$ cat config.mk
export PLATFORM = sky130hd
export DESIGN_NAME = mem_port_arbiter
export DESIGN_NICKNAME = d
export VERILOG_FILES = /design/src/rtl/arb_pkg.sv /design/src/rtl/arb_starve_ctr.sv /design/src/rtl/mem_port_arbiter.sv
export SDC_FILE = /design/constraint.sdc
export NUM_CORES = 1
export LEC_CHECK = 0
export ABC_CLOCK_PERIOD_IN_PS = 2500
export CAP_MARGIN = 20
export CORE_ASPECT_RATIO = 1.4
export CORE_UTILIZATION = 35
export CTS_CLUSTER_SIZE = 12
export DETAILED_ROUTE_END_ITERATION = 10
export PLACE_DENSITY = 0.74
export SLEW_MARGIN = 20
export SYNTH_ARGS = -nofsm -noshare
export SYNTH_HDL_FRONTEND = slang
export SYNTH_SLANG_ARGS = --single-unit
$ cat constraint.sdc
create_clock -name clk -period 2.5 [get_ports clk]
set_input_delay 0.5 -clock clk [delete_from_list [all_inputs] [get_ports clk]]
set_output_delay 0.5 -clock clk [all_outputs]
set_load 0.02 [all_outputs]
$ cat src/rtl/arb_pkg.sv
// Shared types and defaults for the instruction/data memory port arbiter.
package arb_pkg;

    localparam int WORD_W               = 32;
    localparam int BE_W                 = 4;
    localparam int AW_DEFAULT           = 12;
    localparam int STARVE_LIMIT_DEFAULT = 4;
    // Wide enough for the largest legal starvation limit (15).
    localparam int STARVE_CTR_W         = 4;

    typedef enum logic [1:0] {
        OWN_NONE = 2'd0,
        OWN_IF   = 2'd1,
        OWN_D    = 2'd2
    } owner_e;

endpackage

$ cat src/rtl/arb_starve_ctr.sv
// Saturating count of consecutive cycles in which a pending fetch lost to data.
module arb_starve_ctr
    import arb_pkg::*;
#(
    parameter int LIMIT = STARVE_LIMIT_DEFAULT
) (
    input  logic clk,
    input  logic reset,
    input  logic clr_i,
    input  logic inc_i,
    output logic at_limit_o
);

    localparam logic [STARVE_CTR_W-1:0] LIM = STARVE_CTR_W'(LIMIT);

    logic [STARVE_CTR_W-1:0] cnt_q;
    logic [STARVE_CTR_W-1:0] cnt_d;

    // NOTE: default assignment first so every path drives cnt_d and no latch is inferred.
    always_comb begin
        cnt_d = cnt_q;
        if (clr_i) begin
            cnt_d = '0;
        end else if (inc_i && (cnt_q != LIM)) begin
            cnt_d = cnt_q + 1'b1;
        end
    end

    // NOTE: state registers use non-blocking assignments so all flops update together.
    always_ff @(posedge clk or negedge reset) begin
        if (!reset) begin
            cnt_q <= '0;
        end else begin
            cnt_q <= cnt_d;
        end
    end

    assign at_limit_o = (cnt_q == LIM);

endmodule

$ cat src/rtl/mem_port_arbiter.sv
// Arbitrates fetch and load/store accesses onto one single-port word RAM.
// Optional ARB_PERF_CNT_EN adds grant and conflict performance counters.
module mem_port_arbiter
    import arb_pkg::*;
#(
    parameter int AW           = AW_DEFAULT,
    parameter int STARVE_LIMIT = STARVE_LIMIT_DEFAULT
) (
    input  logic              clk,
    input  logic              reset,
    input  logic              if_req,
    input  logic [AW-1:0]     if_addr,
    input  logic              if_flush,
    output logic              if_gnt,
    output logic              if_rvalid,
    output logic [WORD_W-1:0] if_rdata,
    input  logic              d_req,
    input  logic              d_we,
    input  logic [AW-1:0]     d_addr,
    input  logic [WORD_W-1:0] d_wdata,
    input  logic [BE_W-1:0]   d_be,
    output logic              d_gnt,
    output logic              d_rvalid,
    output logic [WORD_W-1:0] d_rdata,
    output logic              mem_en,
    output logic              mem_we,
    output logic [BE_W-1:0]   mem_be,
    output logic [AW-3:0]     mem_addr,
    output logic [WORD_W-1:0] mem_wdata,
    input  logic [WORD_W-1:0] mem_rdata
`ifdef ARB_PERF_CNT_EN
    ,
    output logic [31:0]       perf_if_grants,
    output logic [31:0]       perf_d_grants,
    output logic [31:0]       perf_conflicts
`endif
);

    owner_e            owner_q;
    owner_e            owner_d;
    logic [WORD_W-1:0] if_rdata_q;
    logic [WORD_W-1:0] d_rdata_q;

    logic if_req_eff;
    logic fetch_wins;
    logic at_limit;
    logic unused_addr_bits;

    assign unused_addr_bits = ^{if_addr[1:0], d_addr[1:0]};

    // A redirecting fetch is treated as absent, so data may take the slot.
    assign if_req_eff = if_req & ~if_flush;
    assign fetch_wins = if_req_eff & (~d_req | at_limit);
    assign if_gnt     = reset & fetch_wins;
    assign d_gnt      = reset & d_req & ~fetch_wins;

    arb_starve_ctr #(
        .LIMIT (STARVE_LIMIT)
    ) u_starve_ctr (
        .clk        (clk),
        .reset      (reset),
        .clr_i      (if_gnt | ~if_req_eff),
        .inc_i      (if_req_eff & d_gnt),
        .at_limit_o (at_limit)
    );

    always_comb begin
        mem_en    = 1'b0;
        mem_we    = 1'b0;
        mem_be    = '0;
        mem_addr  = '0;
        mem_wdata = '0;
        owner_d   = OWN_NONE;
        if (if_gnt) begin
            mem_en   = 1'b1;
            mem_be   = '1;
            mem_addr = if_addr[AW-1:2];
            owner_d  = OWN_IF;
        end else if (d_gnt) begin
            mem_en    = 1'b1;
            mem_we    = d_we;
            mem_be    = d_we ? d_be : '1;
            mem_addr  = d_addr[AW-1:2];
            mem_wdata = d_wdata;
            owner_d   = d_we ? OWN_NONE : OWN_D;
        end
    end

    // Responses come straight from the RAM in the cycle after the read grant.
    assign if_rvalid = (owner_q == OWN_IF) & ~if_flush;
    assign d_rvalid  = (owner_q == OWN_D);
    assign if_rdata  = if_rvalid ? mem_rdata : if_rdata_q;
    assign d_rdata   = d_rvalid ? mem_rdata : d_rdata_q;

    always_ff @(posedge clk or negedge reset) begin
        if (!reset) begin
            owner_q    <= OWN_NONE;
            if_rdata_q <= '0;
            d_rdata_q  <= '0;
        end else begin
            owner_q <= owner_d;
            if (if_rvalid) begin
                if_rdata_q <= mem_rdata;
            end
            if (d_rvalid) begin
                d_rdata_q <= mem_rdata;
            end
        end
    end

`ifdef ARB_PERF_CNT_EN
    always_ff @(posedge clk or negedge reset) begin
        if (!reset) begin
            perf_if_grants <= '0;
            perf_d_grants  <= '0;
            perf_conflicts <= '0;
        end else begin
            if (if_gnt) begin
                perf_if_grants <= perf_if_grants + 32'd1;
            end
            if (d_gnt) begin
                perf_d_grants <= perf_d_grants + 32'd1;
            end
            if (if_req && d_req) begin
                perf_conflicts <= perf_conflicts + 32'd1;
            end
        end
    end
`endif

endmodule

==> run_results.csv, run 1 <==
group,metric,value,unit
outcome,outcome,"finished, violations left",
outcome,violations,"design-rule violations",
cts,clock_sinks,70,
detailed_routing,ant_nets,0,
floorplan,die_area,0.00987,mm²
finish,final_common_cell,"clkdlybuf4s50_1",
floorplan,start_util,36.5,%
sta,worstMarginPinSlew,0.785,ns
sta,finClkSkew,0.00530,ns
sta,hold_violations,0,
synthesis,synth_area_leader_cell,"dfrtp_1",
synthesis,netlist_instances,274,
finish,final_nets,596,
finish,antenna_cells,0,
pwr,finalPower,3.93,mW
setup_path,reg2regPathDepth,5,
sta,setup_viol,0,
synthesis,ys_ff_latch,70,
global_route,grt_overflow,0,
setup_path,cp.arrival,1.93,ns
cts,path_clk_slew,0.05,ns
synthesis,ys_warn_count,0,
finish,syn2layout_area_growth,75.4,%
cts,numCtsBuffers,9,
sta,period_minus_slack,2.43,ns
global_route,gr-usage-met3,4.84,%
floorplan,rows,41,
detailed_routing,drt_first_pass_iters,7,
finish,final_area,0.00581,mm²
setup_path,cp_max_fo,16,
finish,fillers,774,
setup_path,worstPathRequired,2.00,ns
placement,port_buffers,209,
detailed_routing,drtIter0Drc,101,
finish,final_cell_mix,"96 x clkdlybuf4s50_1, 70 x dfrtp_1, 64 x mux2_2, 46 x dlygate4sd2_1, 32 x and3_1",
synthesis,synth_top_area_share,52.9,%
pwr,vdd_drop_max,0.319,mV
synthesis,syn_avg_cell_area,12.1,µm²
cts,cts_tree,"done",
setup_path,setup.worst_path.start_class,"primary input",
setup_path,worstSetupPathType,"in2out",
pwr,power.density,675,mW/mm²
floorplan,core_area,0.00908,mm²
global_route,grt_pass1_wl,15800,µm
global_route,met1_usage,22.0,%
synthesis,syn_nets,374,
synthesis,synth.area.top_cells,"dfrtp_1 53%, mux2_2 22%, and3_1 6.0%, o211a_1 3.0%, a21oi_1 2.9%",
finish,drive_gt1_share,33.1,%
cts,cts.path.max_buffers,2,
synthesis,ys_seq_area_share,52.9,%
pwr,total_leakage_power,2.83,nW
floorplan,die_width,84.2,µm
detailed_routing,routed_wl,10100,µm
global_route,busiest_layer,"met2",
setup_path,cp-end-kind,"primary output",
cts,root_buffer,"clkbuf_16",
floorplan,pin_count,214,
cts,clk_latency,0.33,ns
detailed_routing,viasPerCell,4.97,
detailed_routing,drc,20,
global_route,use_met2,38.4,%
global_route,first_global_vias,3170,
detailed_routing,routedWlPerCell,16.6,µm
min_path,holdCritPathClass,"in2async",
cts,h-tree-depth,3,
detailed_routing,dr_total_vias,3022,
global_route,grt_max_degree,65,
synthesis,synth_area,0.00331,mm²
placement,place_hpwl,7560,µm
sta,period_share,97.4,%
sta,slew_headroom,47.6,%
synthesis,synth_cell_types,28,
sta,fmax,0.411,GHz
finish,fin_util,64.0,%
global_route,grtUsageTotal,20.7,%
placement,gp_congestion,0.756,
global_route,grt_antenna_before_repair,0,
sta,final_max_slew_viol_count,0,
flow_run,max-cap-violations,0,
placement,placed_cell_area,0.00567,mm²
floorplan,die_h,117,µm
==> where the power goes <==
group	switching, mW	internal [mW]
clock network	0.449	0.697
logic	0.720	0.633
registers	0.0566	1.37
==> cells in the mapped netlist <==
master / instances
nor3b_2: 1
and3_1: 32
o21ai_4: 1
clkinv_1: 1
nor2_1: 3
a32oi_1: 1
buf_2: 11
nand3_1: 2
or4_1: 1
nand2b_1: 3
nand2_1: 12
and2_1: 1
nand4b_1: 1
dfrtp_1: 70
nor3_1: 2
clkbuf_1: 11
a22oi_1: 1
o21ai_0: 4
nor2b_1: 3
nand3b_1: 1
and3b_4: 1
inv_1: 5
a31oi_1: 1
o21a_1: 10
a21oi_1: 19
o211a_1: 10
ha_1: 2
mux2_2: 64
==> cell families after synthesis <==
kind of cell,Yosys count,synth area share [%]
fa+ha+maj,2,0.755
flops,70,52.9
buf+inv,28,3.59
compound gates,47,9.93
simple gates,63,11.1
mux,64,21.7
==> final cells by class <==
class | instances | area [µm²] | share of cell area [%]
sequential | 70 | 1750 | 30.1
tap | 107 | 134 | 2.30
clock inverter | 5 | 35.0 | 0.603
timing repair buffer | 233 | 2160 | 37.2
inverter | 6 | 22.5 | 0.387
multi-input combinational | 176 | 1470 | 25.2
clock buffer | 11 | 243 | 4.18
==> worst max-delay path, cell delays in order <==
cell and delay (ns):
clkdlybuf4s15_2 0.24, nor3b_4 0.20, buf_6 0.15, buf_12 0.15, mux2_2 0.35, dlygate4sd2_1 0.33
==> timing repair <==
| action | 4_1_cts | 5_1_grt |
|---|---|---|
| setup endpoints to repair | 112 | 53 |
| resized for setup | 233 | 37 |
| hold buffers | 1 | 0 |
| pin swaps | 1 | 0 |
| endpoints found under the hold margin | 5 | 0 |
| setup buffers | 1 | 0 |
| cloned | 1 | 0 |
==> final timing paths <==
path	slack, ns	endpoint	start
worst max-delay path	0.07	if_rdata[30]	if_flush
worst min-delay path	0.12	u_starve_ctr.cnt_q[3]$_DFFE_PN0P_	reset
worst max register to register	0.98	u_starve_ctr.cnt_q[3]$_DFFE_PN0P_	u_starve_ctr.cnt_q[0]$_DFFE_PN0P_
worst min register to register	0.49	if_rdata_q[25]$_DFF_PN0_	if_rdata_q[25]$_DFF_PN0_
max in group asynchronous	1.42	d_rdata_q[28]$_DFF_PN0_	reset
min in group clk	0.49	if_rdata_q[25]$_DFF_PN0_	if_rdata_q[25]$_DFF_PN0_
==> flip-flops by register name, summed over array words and instances (netlist names) <==
name                count
if_rdata_q             32
owner_q                 2
d_rdata_q              32
u_starve_ctr.cnt_q      4
==> stage by stage <==
stage          hold slack, ns  setup WS, ns  cells   TNS (ns)
3_3_place_gp            0.330        -0.457    589     -27.75
2_1_floorplan           0.204         0.445    274          0
3_5_place_dp            0.331        -0.479    589     -30.37
6_report                0.124        0.0650    608          0
5_1_grt                 0.128     -0.000188    608  -0.000188
4_1_cts                 0.111       0.00168    608          0
==> layer usage <==
metal	part of all wire, %	wire length, µm
met1	36	3670
met2	54	5440
met3	6.9	699
met4	2.7	274
met5	0	0
Note: power is estimated with default switching activity, not from simulation.
==> run 2, diff against run 1 <==
- CORE_UTILIZATION: 35 -> 34
- PLACE_DENSITY: 0.74 -> 0.72
==> run 2 against run 1 <==
  * The run now ends clean
  * Clock power hardly changed
  * Via count is 0.60% lower
  * Sequential share of layout area is 0.18 points higher
  * Flip-flop and latch count stayed put
  * Register-to-register slack hardly changed
  * Count of clock-buffer cells in the layout stayed put
  * First-iteration DRC count is 23% lower
  * Hold slack better by 0.011 ns
  * Power is 0.84% higher
  * Clock skew is 0.00057 ns higher
  * Critical path type unchanged
  * Critical endpoint is now if_rdata[22]
==> run_results.csv, run 2 (synthesized netlist as in run 1, its figures left out) <==
group,metric,value,unit
outcome,outcome,"finished clean",
setup_path,setup.worst_path.start_class,"primary input",
setup_path,cp_max_fo,15,
setup_path,cp-end-kind,"primary output",
detailed_routing,drt_first_pass_iters,4,
floorplan,core_area,0.00946,mm²
cts,h-tree-depth,3,
setup_path,reg2reg_slack,0.99,ns
finish,syn2layout_area_growth,74.3,%
min_path,holdCritPathClass,"in2async",
sta,fmax,0.409,GHz
floorplan,die_h,119,µm
global_route,first_global_vias,3220,
placement,port_buffers,209,
finish,final_common_cell,"clkdlybuf4s50_1",
global_route,grtUsageTotal,20.3,%
finish,fin_util,61.1,%
sta,finClkSkew,0.00587,ns
sta,setup_viol,0,
sta,rsz0062_at_grt,"no",
sta,hold_violations,0,
placement,place_hpwl,7660,µm
detailed_routing,ant_nets,0,
setup_path,r2r_end,"u_starve_ctr.cnt_q[3]$_DFFE_PN0P_",
setup_path,startpoint,"if_flush",
finish,fillers,834,
cts,numCtsBuffers,9,
detailed_routing,routed_wl,10100,µm
sta,period_share,97.7,%
setup_path,cpPeakStageDelay,0.35,ns
finish,multi_input_area,0.00146,mm²
sta,slew_headroom,57.4,%
global_route,grt_max_degree,52,
floorplan,die_width,85.4,µm
cts,path_clk_slew,0.05,ns
global_route,grt_antenna_before_repair,0,
setup_path,cp_slowest_cell,"mux2_2",
pwr,total_leakage_power,3.04,nW
floorplan,start_util,35.0,%
floorplan,pin_count,214,
finish,final_cell_mix,"93 x clkdlybuf4s50_1, 70 x dfrtp_1, 64 x mux2_2, 48 x clkbuf_2, 32 x and3_1",
floorplan,die_area,0.0102,mm²
pwr,power.density,685,mW/mm²
cts,root_buffer,"clkbuf_16",
pwr,finalPower,3.96,mW
finish,drive_gt1_share,37.7,%
cts,clock_sinks,70,
global_route,grt_pass1_wl,16000,µm
pwr,vdd_drop_max,0.314,mV
floorplan,rows,42,
detailed_routing,dr_total_vias,3004,
placement,gp_congestion,0.770,
detailed_routing,drc,0,
detailed_routing,wl_met3,649,µm
sta,final_max_slew_viol_count,0,
detailed_routing,routedWlPerCell,16.5,µm
finish,seq_area,0.00175,mm²
flow_run,max-cap-violations,0,
setup_path,cp.arrival,1.94,ns
finish,final_nets,599,
detailed_routing,wl_met1,3690,µm
detailed_routing,wl_met2,5590,µm
cts,ctsHoldBuffers,0,
setup_path,worstSetupPathType,"in2out",
setup_path,reg2regPathDepth,5,
cts,clk_latency,0.33,ns
cts,cts_tree,"done",
sta,worstMarginPinSlew,0.639,ns
global_route,grt_overflow,0,
sta,period_minus_slack,2.44,ns
finish,reg.largest.list,"d_rdata_q (32), if_rdata_q (32), u_starve_ctr.cnt_q (4)",
detailed_routing,drtIter0Drc,78,
setup_path,worstPathRequired,2.00,ns
setup_path,r2r-start,"u_starve_ctr.cnt_q[0]$_DFFE_PN0P_",
detailed_routing,viasPerCell,4.89,
finish,antenna_cells,0,
cts,cts.path.max_buffers,2,
detailed_routing,highest_layer,"met4",
setup_path,path_cells,"dlygate4sd2_1 > nor3b_4 > buf_4 > buf_12 > mux2_2 > clkdlybuf4s15_1",
-- run 2: changes by cell type in the layout (fill, tap and decap cells not counted), moves of 3 or more --
cell	before	now
clkdlybuf4s15_1	10	1
buf_2	30	17
clkdlybuf4s50_1	96	93
buf_4	16	20
clkbuf_2	5	48
dlymetal6s2s_1	0	30
clkdlybuf4s15_2	21	13
dlygate4sd2_1	46	6
-- run 2: report_power, final --
part	total [mW]	switching, mW	internal (mW)
sequential	1.43	0.0589	1.37
combinational	1.37	0.721	0.645
clock	1.16	0.466	0.697
total	3.96	1.25	2.71
-- run 2: per-layer routing --
layer	up-vias	global-route usage, %
li1	1429	-
met1	1443	20.6
met2	118	38.4
met3	14	5.68
met4	0	8.13
met5	-	0
-- run 2: worst max-delay path, delay by kind of cell --
kind	cells	cell delay (ns)
buf+inv	4	0.87
mux	1	0.35
simple gates	1	0.22
-- run 2: metrics by stage --
stage	TNS (ns)	std cells	area, µm²	setup slack (ns)	hold slack [ns]
2_1_floorplan	0	274	3310	0.445	0.204
3_3_place_gp	-28.49	596	5720	-0.437	0.469
3_5_place_dp	-30.39	596	5720	-0.467	0.477
4_1_cts	0	614	6000	0.000242	0.127
5_1_grt	0	614	5780	0.000204	0.141
6_report	0	614	5780	0.0574	0.134
-- run 2: worst max-delay path by stage --
stage | end | slack, ns | depth (start not counted)
after floorplan | mem_we | 0.44 | 4
after global placement | if_rdata[3] | -0.44 | 5
after detailed placement | if_rdata[3] | -0.47 | 5
after CTS | mem_wdata[31] | 0.0002 | 7
after global routing | mem_wdata[8] | 0.0002 | 7
final | if_rdata[22] | 0.06 | 6
-- run 2: repair_timing --
action | 4_1_cts | 5_1_grt
setup endpoints to repair | 95 | 108
pin swaps | 1 | 0
gates resized for setup | 162 | 130
buffers inserted | 2 | 0
-- run 2: area by class of cell --
| cell class | count | area share (%) |
|---|---|---|
| well taps | 110 | 2.38 |
| clock buffers | 11 | 4.20 |
| clock inverters | 5 | 0.606 |
| multi-input cells | 176 | 25.2 |
| inverters | 6 | 0.390 |
| repair buffers | 236 | 36.9 |
| flip-flops and latches | 70 | 30.3 |
